$ cat config.mk
export PLATFORM = sky130hd
export DESIGN_NAME = rotate_ctrl
export DESIGN_NICKNAME = d
export VERILOG_FILES = /design/src/rtl/rotate_ctrl.sv
export SDC_FILE = /design/constraint.sdc
export NUM_CORES = 1
export LEC_CHECK = 0
export CORE_MARGIN = 1.5
export CORE_UTILIZATION = 47
export CTS_CLUSTER_SIZE = 24
export DETAILED_ROUTE_END_ITERATION = 10
export PLACE_DENSITY = 0.78
export SETUP_SLACK_MARGIN = 0.02
export SLEW_MARGIN = 20
export SYNTH_ARGS = -nofsm -noshare
export SYNTH_HDL_FRONTEND = slang
export SYNTH_SLANG_ARGS = --single-unit
export TNS_END_PERCENT = 10
$ cat constraint.sdc
create_clock -name clk -period 2.2 [get_ports clk]
set_input_delay 0.33 -clock clk [delete_from_list [all_inputs] [get_ports clk]]
set_output_delay 0.33 -clock clk [all_outputs]
set_load 0.01 [all_outputs]
$ cat src/rtl/rotate_ctrl.sv
// Rotation sequencer: edge-detects buttons, drives the rotator, then runs a collision-check handshake.
// Define ROTATE_CTRL_WALL_KICK_EN to allow one wall-kick retry per operation.
module rotate_ctrl (
    input  logic       clk,
    input  logic       rst,
    input  logic       en,
    input  logic       rot_r_i,
    input  logic       rot_l_i,
    input  logic       load_i,
    output logic [1:0] mode_o,
    output logic [3:0] par_o,
    input  logic       rot_done_i,
    input  logic [3:0] cand_i,
    output logic       chk_req_o,
    input  logic       chk_ack_i,
    input  logic       chk_ok_i,
    output logic [3:0] orient_o,
    output logic       busy_o,
    output logic       done_o,
    output logic       fail_o,
    output logic       kick_o
);

    typedef enum logic [2:0] {
        IDLE,
        ISSUE,
        WAIT_ROT,
        CHECK,
        COMMIT,
        FAIL
`ifdef ROTATE_CTRL_WALL_KICK_EN
        , KICK
`endif
    } state_t;

    state_t     state_q, state_d;
    logic [3:0] orient_q, orient_d;
    logic [3:0] cand_q, cand_d;
    logic       dir_q, dir_d;
    logic [3:0] wdog_q, wdog_d;
    logic       arm_q, arm_d;
    logic       prev_r_q, prev_l_q;
`ifdef ROTATE_CTRL_WALL_KICK_EN
    logic       kicked_q, kicked_d;
`endif

    logic rq_r, rq_l, req;

    assign rq_r = rot_r_i & ~prev_r_q;
    assign rq_l = rot_l_i & ~prev_l_q;
    assign req  = en & (rq_r ^ rq_l);

    assign orient_o = orient_q;
    assign par_o    = orient_q;

    always_comb begin
        state_d   = state_q;
        orient_d  = orient_q;
        cand_d    = cand_q;
        dir_d     = dir_q;
        wdog_d    = wdog_q;
        arm_d     = (state_q == WAIT_ROT);
`ifdef ROTATE_CTRL_WALL_KICK_EN
        kicked_d  = kicked_q;
`endif
        mode_o    = 2'b00;
        chk_req_o = 1'b0;
        busy_o    = (state_q != IDLE);
        done_o    = 1'b0;
        fail_o    = 1'b0;
        kick_o    = 1'b0;

        unique case (state_q)
            IDLE: begin
                if (req) begin
                    state_d = ISSUE;
                    dir_d   = rq_l;
`ifdef ROTATE_CTRL_WALL_KICK_EN
                    kicked_d = 1'b0;
`endif
                end
            end
            ISSUE: begin
                mode_o  = dir_q ? 2'b10 : 2'b01;
                wdog_d  = 4'd0;
                state_d = WAIT_ROT;
            end
            WAIT_ROT: begin
                // Entry cycle is not counted; timeout after 16 further cycles.
                if (rot_done_i) begin
                    cand_d  = cand_i;
                    state_d = CHECK;
                end else if (arm_q) begin
                    if (wdog_q == 4'hF) state_d = FAIL;
                    else                wdog_d  = wdog_q + 4'd1;
                end
            end
            CHECK: begin
                chk_req_o = 1'b1;
                if (chk_ack_i) begin
                    if (chk_ok_i) begin
                        orient_d = cand_q;
                        state_d  = COMMIT;
                    end else begin
`ifdef ROTATE_CTRL_WALL_KICK_EN
                        state_d = kicked_q ? FAIL : KICK;
`else
                        state_d = FAIL;
`endif
                    end
                end
            end
`ifdef ROTATE_CTRL_WALL_KICK_EN
            KICK: begin
                kick_o   = 1'b1;
                kicked_d = 1'b1;
                state_d  = CHECK;
            end
`endif
            COMMIT: begin
                done_o  = 1'b1;
                state_d = IDLE;
            end
            FAIL: begin
                fail_o  = 1'b1;
                state_d = IDLE;
            end
            default: state_d = IDLE;
        endcase

        if (load_i) begin
            state_d  = IDLE;
            orient_d = 4'b0001;
            wdog_d   = 4'd0;
            arm_d    = 1'b0;
`ifdef ROTATE_CTRL_WALL_KICK_EN
            kicked_d = 1'b0;
`endif
        end
    end

    always_ff @(posedge clk or posedge rst) begin
        if (rst) begin
            state_q  <= IDLE;
            orient_q <= 4'b0001;
            cand_q   <= 4'b0001;
            dir_q    <= 1'b0;
            wdog_q   <= 4'd0;
            arm_q    <= 1'b0;
            prev_r_q <= 1'b0;
            prev_l_q <= 1'b0;
`ifdef ROTATE_CTRL_WALL_KICK_EN
            kicked_q <= 1'b0;
`endif
        end else begin
            state_q  <= state_d;
            orient_q <= orient_d;
            cand_q   <= cand_d;
            dir_q    <= dir_d;
            wdog_q   <= wdog_d;
            arm_q    <= arm_d;
            prev_r_q <= rot_r_i;
            prev_l_q <= rot_l_i;
`ifdef ROTATE_CTRL_WALL_KICK_EN
            kicked_q <= kicked_d;
`endif
        end
    end

endmodule

==> flow_summary.ini, run 1 <==
[run_status]
status = finished clean

[final_layout]
finalCoreUtilization = 0.642
area_growth_syn_to_layout_pct = 26.1
fraction_of_layout_instances_using_a_drive_strength_above_1 = 0.149
layout.nets = 136
insertedDiodeCount = 0

[timing]
actual_slew_at_the_worst_max_slew_pin_ps = 706
slew-limit-headroom = 0.529
timing.final.hold_violations = 0
rsz0062_at_grt = yes
post-route-period-util = 0.948
timing.final.crit_period_ps = 2090
timing.final.setup_violations = 0
postLayoutSetupSlackWorst_ps = 115
slew_violations = 0
fin_tns_setup_ps = 0
clock-skew-final_ps = 1.64
fmax_ghz = 0.480

[flow_run]
max_cap_violations = 0

[synth]
synth_commonest_cells = sky130_fd_sc_hd__dfrtp_1, sky130_fd_sc_hd__nor2_1, sky130_fd_sc_hd__inv_1
synth_top_area_cell = sky130_fd_sc_hd__dfrtp_1
async_flop_share = 1.00
postSynth.topFlopCell = sky130_fd_sc_hd__dfrtp_1
post_synth_fa_ha_maj_area_fraction = 0.0122
postSynthRegisterBits = 19
yosysSeqAreaShare = 0.464
netlist.area_leader.share = 0.413
ys.warnings.count = 0
syn_inst = 100
synth_top_family_by_area = simple AND/OR/NAND/NOR gates
synth_enable_flop_cells = 0
yosys.area_share.simple = 0.255
synth_top_area_cells = sky130_fd_sc_hd__dfrtp_1, sky130_fd_sc_hd__dfstp_2, sky130_fd_sc_hd__nor2_1
avgSynthCellArea_um2 = 10.3
most_frequently_used_cell_type_in_the_post_synthesis_netlist = sky130_fd_sc_hd__dfrtp_1
synth-compound-area-share = 0.0559
netlist-cell-type-count = 38
netlist_area_mm2 = 0.00103
synthXorXnorAreaFrac = 0.0255
synth.area.mux_share = 0.0972
mappedNetlistNets = 114

[clock_tree]
insertion_delay_ps = 300
cts_setup_buffers = 0
clock_tree.htree_level_count = 1
post_cts_hold_buffer_count = 0
numCtsBuffers = 3
cts_buffer_depth = 2
clock_sink_count = 19
clkSlewWorstSetupHoldPaths_ps = 100
clk_root_buffer_cell = sky130_fd_sc_hd__clkbuf_4
cts_tree = yes

[worst_setup_path]
critical_path.startpoint = state_q[1]$_DFFE_PP0P_
crit_path_end_kind = primary output
timing.critical_path.fanout_max = 9
worstSetupPathType = flip-flop to primary output
timing.critical_path.arrival_ps = 1760
critical_path_required_ps = 1870
critical_path.reg2reg.startpoint = state_q[0]$_DFFE_PP0P_
start_kind = flip-flop

[power]
power_switching_share = 0.271
share_seq_of_total_power = 0.562
p_int_uw = 570
clkPwrFrac = 0.225
power-per-cell-area_mw_per_mm2 = 602
p_leak_uw = 0.000555
switching_power_uw = 212
irDropWorstVdd_mv = 0.530
power.share.combinational = 0.213

[floorplanning]
std_cell_rows = 16
io_pins = 28
core_box_area_mm2 = 0.00202
fp.dieW_um = 49.8
die-area_mm2 = 0.00248
initial_util = 0.509
dieHeight_um = 49.8

[routing]
drc = 0
drt_pass1_iterations = 4
finalWirelength_um = 1930
routed_wire_length_per_instance_um = 13.1
route.antenna.remaining_nets = 0
route.vias.total = 779
detail_route.vias_per_cell = 5.26
detail_route.iter0.violations = 13

[grt]
pin_count_of_the_biggest_net_entering_global_routing = 20
total_routing_resource_utilization_after_global_routing = 0.184
via_count_of_the_first_global_routing_pass = 754
antenna_found_initial = 0
globalRoute.totalOverflow = 0
global_route_wire_length_before_repair_um = 3390

[placed_design]
buffer_ports.inserted = 26
routabilityCongestion = 0.751
dp_hpwl_um = 1450
pre_cts_ws_ps = 321

[min_path]
holdCritPathClass = input pin to asynchronous set/reset pin
## cell families after synthesis
kind of cell,count (synthesis)
AO/OA/AOI/OAI,8
XOR/XNOR,3
adder cells (fa/ha/maj),1
buffers and inverters,17
flip-flops,19
multiplexers,9
other,1
AND/OR/NAND/NOR,42
## stage by stage
step | instance area [µm²] | power (µW) | hold slack, ps | std cells
after floorplan | 1030 | 553 | 280 | 100
after global placement | 1270 | 603 | 489 | 144
after detailed placement | 1270 | 614 | 498 | 144
after CTS | 1290 | 790 | 456 | 148
after global routing | 1300 | 832 | 486 | 148
final | 1300 | 782 | 430 | 148
## worst paths after layout
path,endpoint,slack [ps],cells past startpoint
max,chk_req_o,110,3
min,wdog_q[0]$_DFFE_PP0P_,430,2
max reg2reg,cand_q[2]$_DFFE_PP0P_,410,3
min reg2reg,cand_q[3]$_DFFE_PP0P_,520,1
max in group asynchronous,state_q[0]$_DFFE_PP0P_,1280,2
min in group clk,prev_l_q$_DFF_PP0_,480,1
## layout make-up
class | count | area, µm²
well taps | 27 | 33.8
repair buffers | 27 | 268
flip-flops and latches | 19 | 479
multi-input cells | 64 | 465
clock buffers | 4 | 26.3
fillers | 176 | 723
inverters | 7 | 26.3
## flip-flops by register name (all words and copies together), names as in the netlist
name and cells:
arm_q 1, cand_q 4, dir_q 1, orient_o 4, prev_l_q 1, prev_r_q 1
state_q 3, wdog_q 4
## layout by cell type, fill, tap and decap left out, drive strengths merged
cell type / instances
a211o: 1
a21oi: 2
a31oi: 1
a32oi: 1
a41o: 1
and2: 2
and3: 1
buf: 1
clkbuf: 4
clkdlybuf4s50: 26
conb: 1
dfrtp: 17
dfstp: 2
ha: 1
inv: 7
mux2: 5
mux2i: 4
nand2: 3
nand2b: 3
nand3: 1
nand3b: 1
nand4: 2
nand4b: 1
nor2: 14
nor2b: 2
nor3: 6
nor3b: 1
nor4: 1
nor4b: 1
nor4bb: 1
o21ai: 1
o41ai: 1
or2: 1
or3b: 1
xnor2: 3
## power groups by stage
stage | Clock [µW] | Combinational [µW] | Sequential [µW]
global placement | 0 | 161 | 442
CTS | 183 | 169 | 438
floorplan | 0 | 124 | 429
finish | 176 | 166 | 439
detailed placement | 0 | 168 | 445
global route | 198 | 187 | 447
## timing repair
item,in CTS,in global routing
gates resized for setup,0,2
hold endpoints to repair,0,0
endpoints found under the setup margin,0,2
## worst max-delay path: stages (launching register included)
cell and delay, ps:
sky130_fd_sc_hd__dfrtp_1 490, sky130_fd_sc_hd__nor2b_2 250, sky130_fd_sc_hd__and2_1 180, sky130_fd_sc_hd__clkdlybuf4s50_1 540
## per-layer routing
metal | share of wire | routed length [µm] | GRT usage
met4 | 0.029 | 56 | 0.0833
met5 | 0 | 0 | 0
met1 | 0.44 | 848 | 0.234
met2 | 0.49 | 942 | 0.287
met3 | 0.044 | 85 | 0.0576
(Power assumes the default switching activity.)
==> inputs of run 2 (changes only) <==
- CELL_PAD_IN_SITES_DETAIL_PLACEMENT: unset -> 1
- CELL_PAD_IN_SITES_GLOBAL_PLACEMENT: unset -> 1
- CORE_UTILIZATION: 47 -> 35
- PLACE_DENSITY: 0.78 -> unset
- PLACE_DENSITY_LB_ADDON: unset -> 0.1
==> flow_summary.ini, run 2 (synthesis results as in run 1) <==
[run_status]
status = finished clean

[floorplanning]
fp.dieW_um = 57.2
die-area_mm2 = 0.00328
std_cell_rows = 19
initial_util = 0.370
io_pins = 28
dieHeight_um = 57.2
core_box_area_mm2 = 0.00278

[timing]
fin_tns_setup_ps = 0
slew-limit-headroom = 0.518
timing.final.setup_violations = 0
post-route-period-util = 0.940
clock-skew-final_ps = 1.67
timing.final.crit_period_ps = 2070
fin_hold_ws_ps = 427
actual_slew_at_the_worst_max_slew_pin_ps = 722
timing.final.hold_violations = 0
rsz0062_at_grt = no
slew_violations = 0
fmax_ghz = 0.484

[clock_tree]
cts_tree = yes
numCtsBuffers = 3
clkSlewWorstSetupHoldPaths_ps = 110
insertion_delay_ps = 310
clk_root_buffer_cell = sky130_fd_sc_hd__clkbuf_4
cts_buffer_depth = 2
clock_sink_count = 19
clock_tree.htree_level_count = 1

[worst_setup_path]
critPathSlowestCell = sky130_fd_sc_hd__clkdlybuf4s50_1
timing.critical_path.arrival_ps = 1740
critPathMaxStageDelay_ps = 530
critical_path_required_ps = 1870
timing.critical_path.fanout_max = 12
critical_path.reg2reg.startpoint = state_q[0]$_DFFE_PP0P_
ff2ff_setup_slack_ps = 440
timing.rr.end = cand_q[3]$_DFFE_PP0P_
start_kind = flip-flop
timing.reg2reg.worst_path_depth = 3
crit_chain = nor3b_1 > and2_1 > clkdlybuf4s50_1
critical_path.startpoint = state_q[0]$_DFFE_PP0P_
cp-endpoint = mode_o[1]
crit_path_end_kind = primary output
worstSetupPathType = flip-flop to primary output

[grt]
pin_count_of_the_biggest_net_entering_global_routing = 20
via_count_of_the_first_global_routing_pass = 823
total_routing_resource_utilization_after_global_routing = 0.151
antenna_found_initial = 0
global_route_wire_length_before_repair_um = 3770
globalRoute.totalOverflow = 0

[flow_run]
max_cap_violations = 0

[power]
clkPwrFrac = 0.232
power.share.combinational = 0.212
p_leak_uw = 0.000554
irDropWorstVdd_mv = 0.553
power-per-cell-area_mw_per_mm2 = 606
power_switching_share = 0.283
switching_power_uw = 224
p_int_uw = 568
share_seq_of_total_power = 0.556

[final_layout]
insertedDiodeCount = 0
final_cell_mix = sky130_fd_sc_hd__clkdlybuf4s50_1, sky130_fd_sc_hd__dfrtp_1, sky130_fd_sc_hd__nor2_1, sky130_fd_sc_hd__inv_1, sky130_fd_sc_hd__nor3_1
layout.nets = 136
postLayoutCellArea_mm2 = 0.00131
fillers = 314
fraction_of_layout_instances_using_a_drive_strength_above_1 = 0.174
final_common_cell = sky130_fd_sc_hd__clkdlybuf4s50_1
area_growth_syn_to_layout_pct = 27.0

[routing]
routed_wire_length_per_instance_um = 14.5
finalWirelength_um = 2200
drc = 0
route.vias.total = 782
detail_route.vias_per_cell = 5.14
drt_pass1_iterations = 3
route.antenna.remaining_nets = 0
detail_route.iter0.violations = 12

[min_path]
holdCritPathClass = input pin to asynchronous set/reset pin

[placed_design]
buffer_ports.inserted = 26
routabilityCongestion = 0.802
dp_hpwl_um = 1700
place_area_mm2 = 0.00127
-- run 2: cell types whose count changed in the layout (fill, tap and decap cells not counted) --
cell and delta:
sky130_fd_sc_hd__clkbuf_1 -1, sky130_fd_sc_hd__clkinv_2 +1, sky130_fd_sc_hd__dfrtp_1 -2, sky130_fd_sc_hd__dfrtp_2 +2
-- run 2: power by group through the flow --
stage               Sequential, µW  Combinational (µW)  Clock [µW]
global route                   450                 186         199
finish                         440                 168         183
CTS                            439                 171         190
global placement               444                 164           0
floorplan                      429                 124           0
detailed placement             445                 171           0
-- run 2: per-layer routing --
| metal | up-vias | part of all wire | track usage | wire length [µm] |
|---|---|---|---|---|
| li1 | 377 | - | - | - |
| met1 | 384 | 0.46 | 0.201 | 1000 |
| met2 | 15 | 0.49 | 0.243 | 1080 |
| met3 | 6 | 0.031 | 0.0204 | 68 |
| met4 | 0 | 0.022 | 0.0698 | 48 |
| met5 | - | 0 | 0 | 0 |
-- run 2: critical path: cells and delay by family, from the launching register on --
kind | cells | cell delay, ps
buffers and inverters | 1 | 530
DFF | 1 | 480
and+or+nand+nor | 2 | 420
-- run 2: timing repair --
action | in CTS | in global routing
setup buffers | 0 | 0
resized for setup | 0 | 4
hold buffers | 0 | 0
setup endpoints to repair | 0 | 2
-- run 2: through the flow --
step,instances,worst slack (ps),power (µW),util
global placement,148,331,609,0.458
finish,152,132,792,0.470
detailed placement,148,336,616,0.458
CTS,152,24.1,801,0.468
global route,152,34.0,835,0.470
floorplan,100,584,553,-
-- run 2: worst min-delay path by stage --
stage / slack, ps / to / depth (start not counted) / from
floorplan: 280 / arm_q$_DFF_PP0_ / 1 / rst
global placement: 500 / cand_q[1]$_DFFE_PP0P_ / 1 / cand_q[1]$_DFFE_PP0P_
detailed placement: 500 / cand_q[3]$_DFFE_PP0P_ / 1 / cand_q[3]$_DFFE_PP0P_
CTS: 460 / prev_l_q$_DFF_PP0_ / 2 / rst
global route: 490 / prev_l_q$_DFF_PP0_ / 1 / rot_l_i
finish: 430 / prev_l_q$_DFF_PP0_ / 2 / rst
-- run 2: area by class of cell --
cell class	instances	area, µm²	area share
clock buffer	3	22.5	0.0172
timing repair buffer	27	268	0.205
multi-input combinational	64	465	0.356
sequential	19	482	0.368
tap	31	38.8	0.0297
clock inverter	1	5.00	0.00383
inverter	7	26.3	0.0201
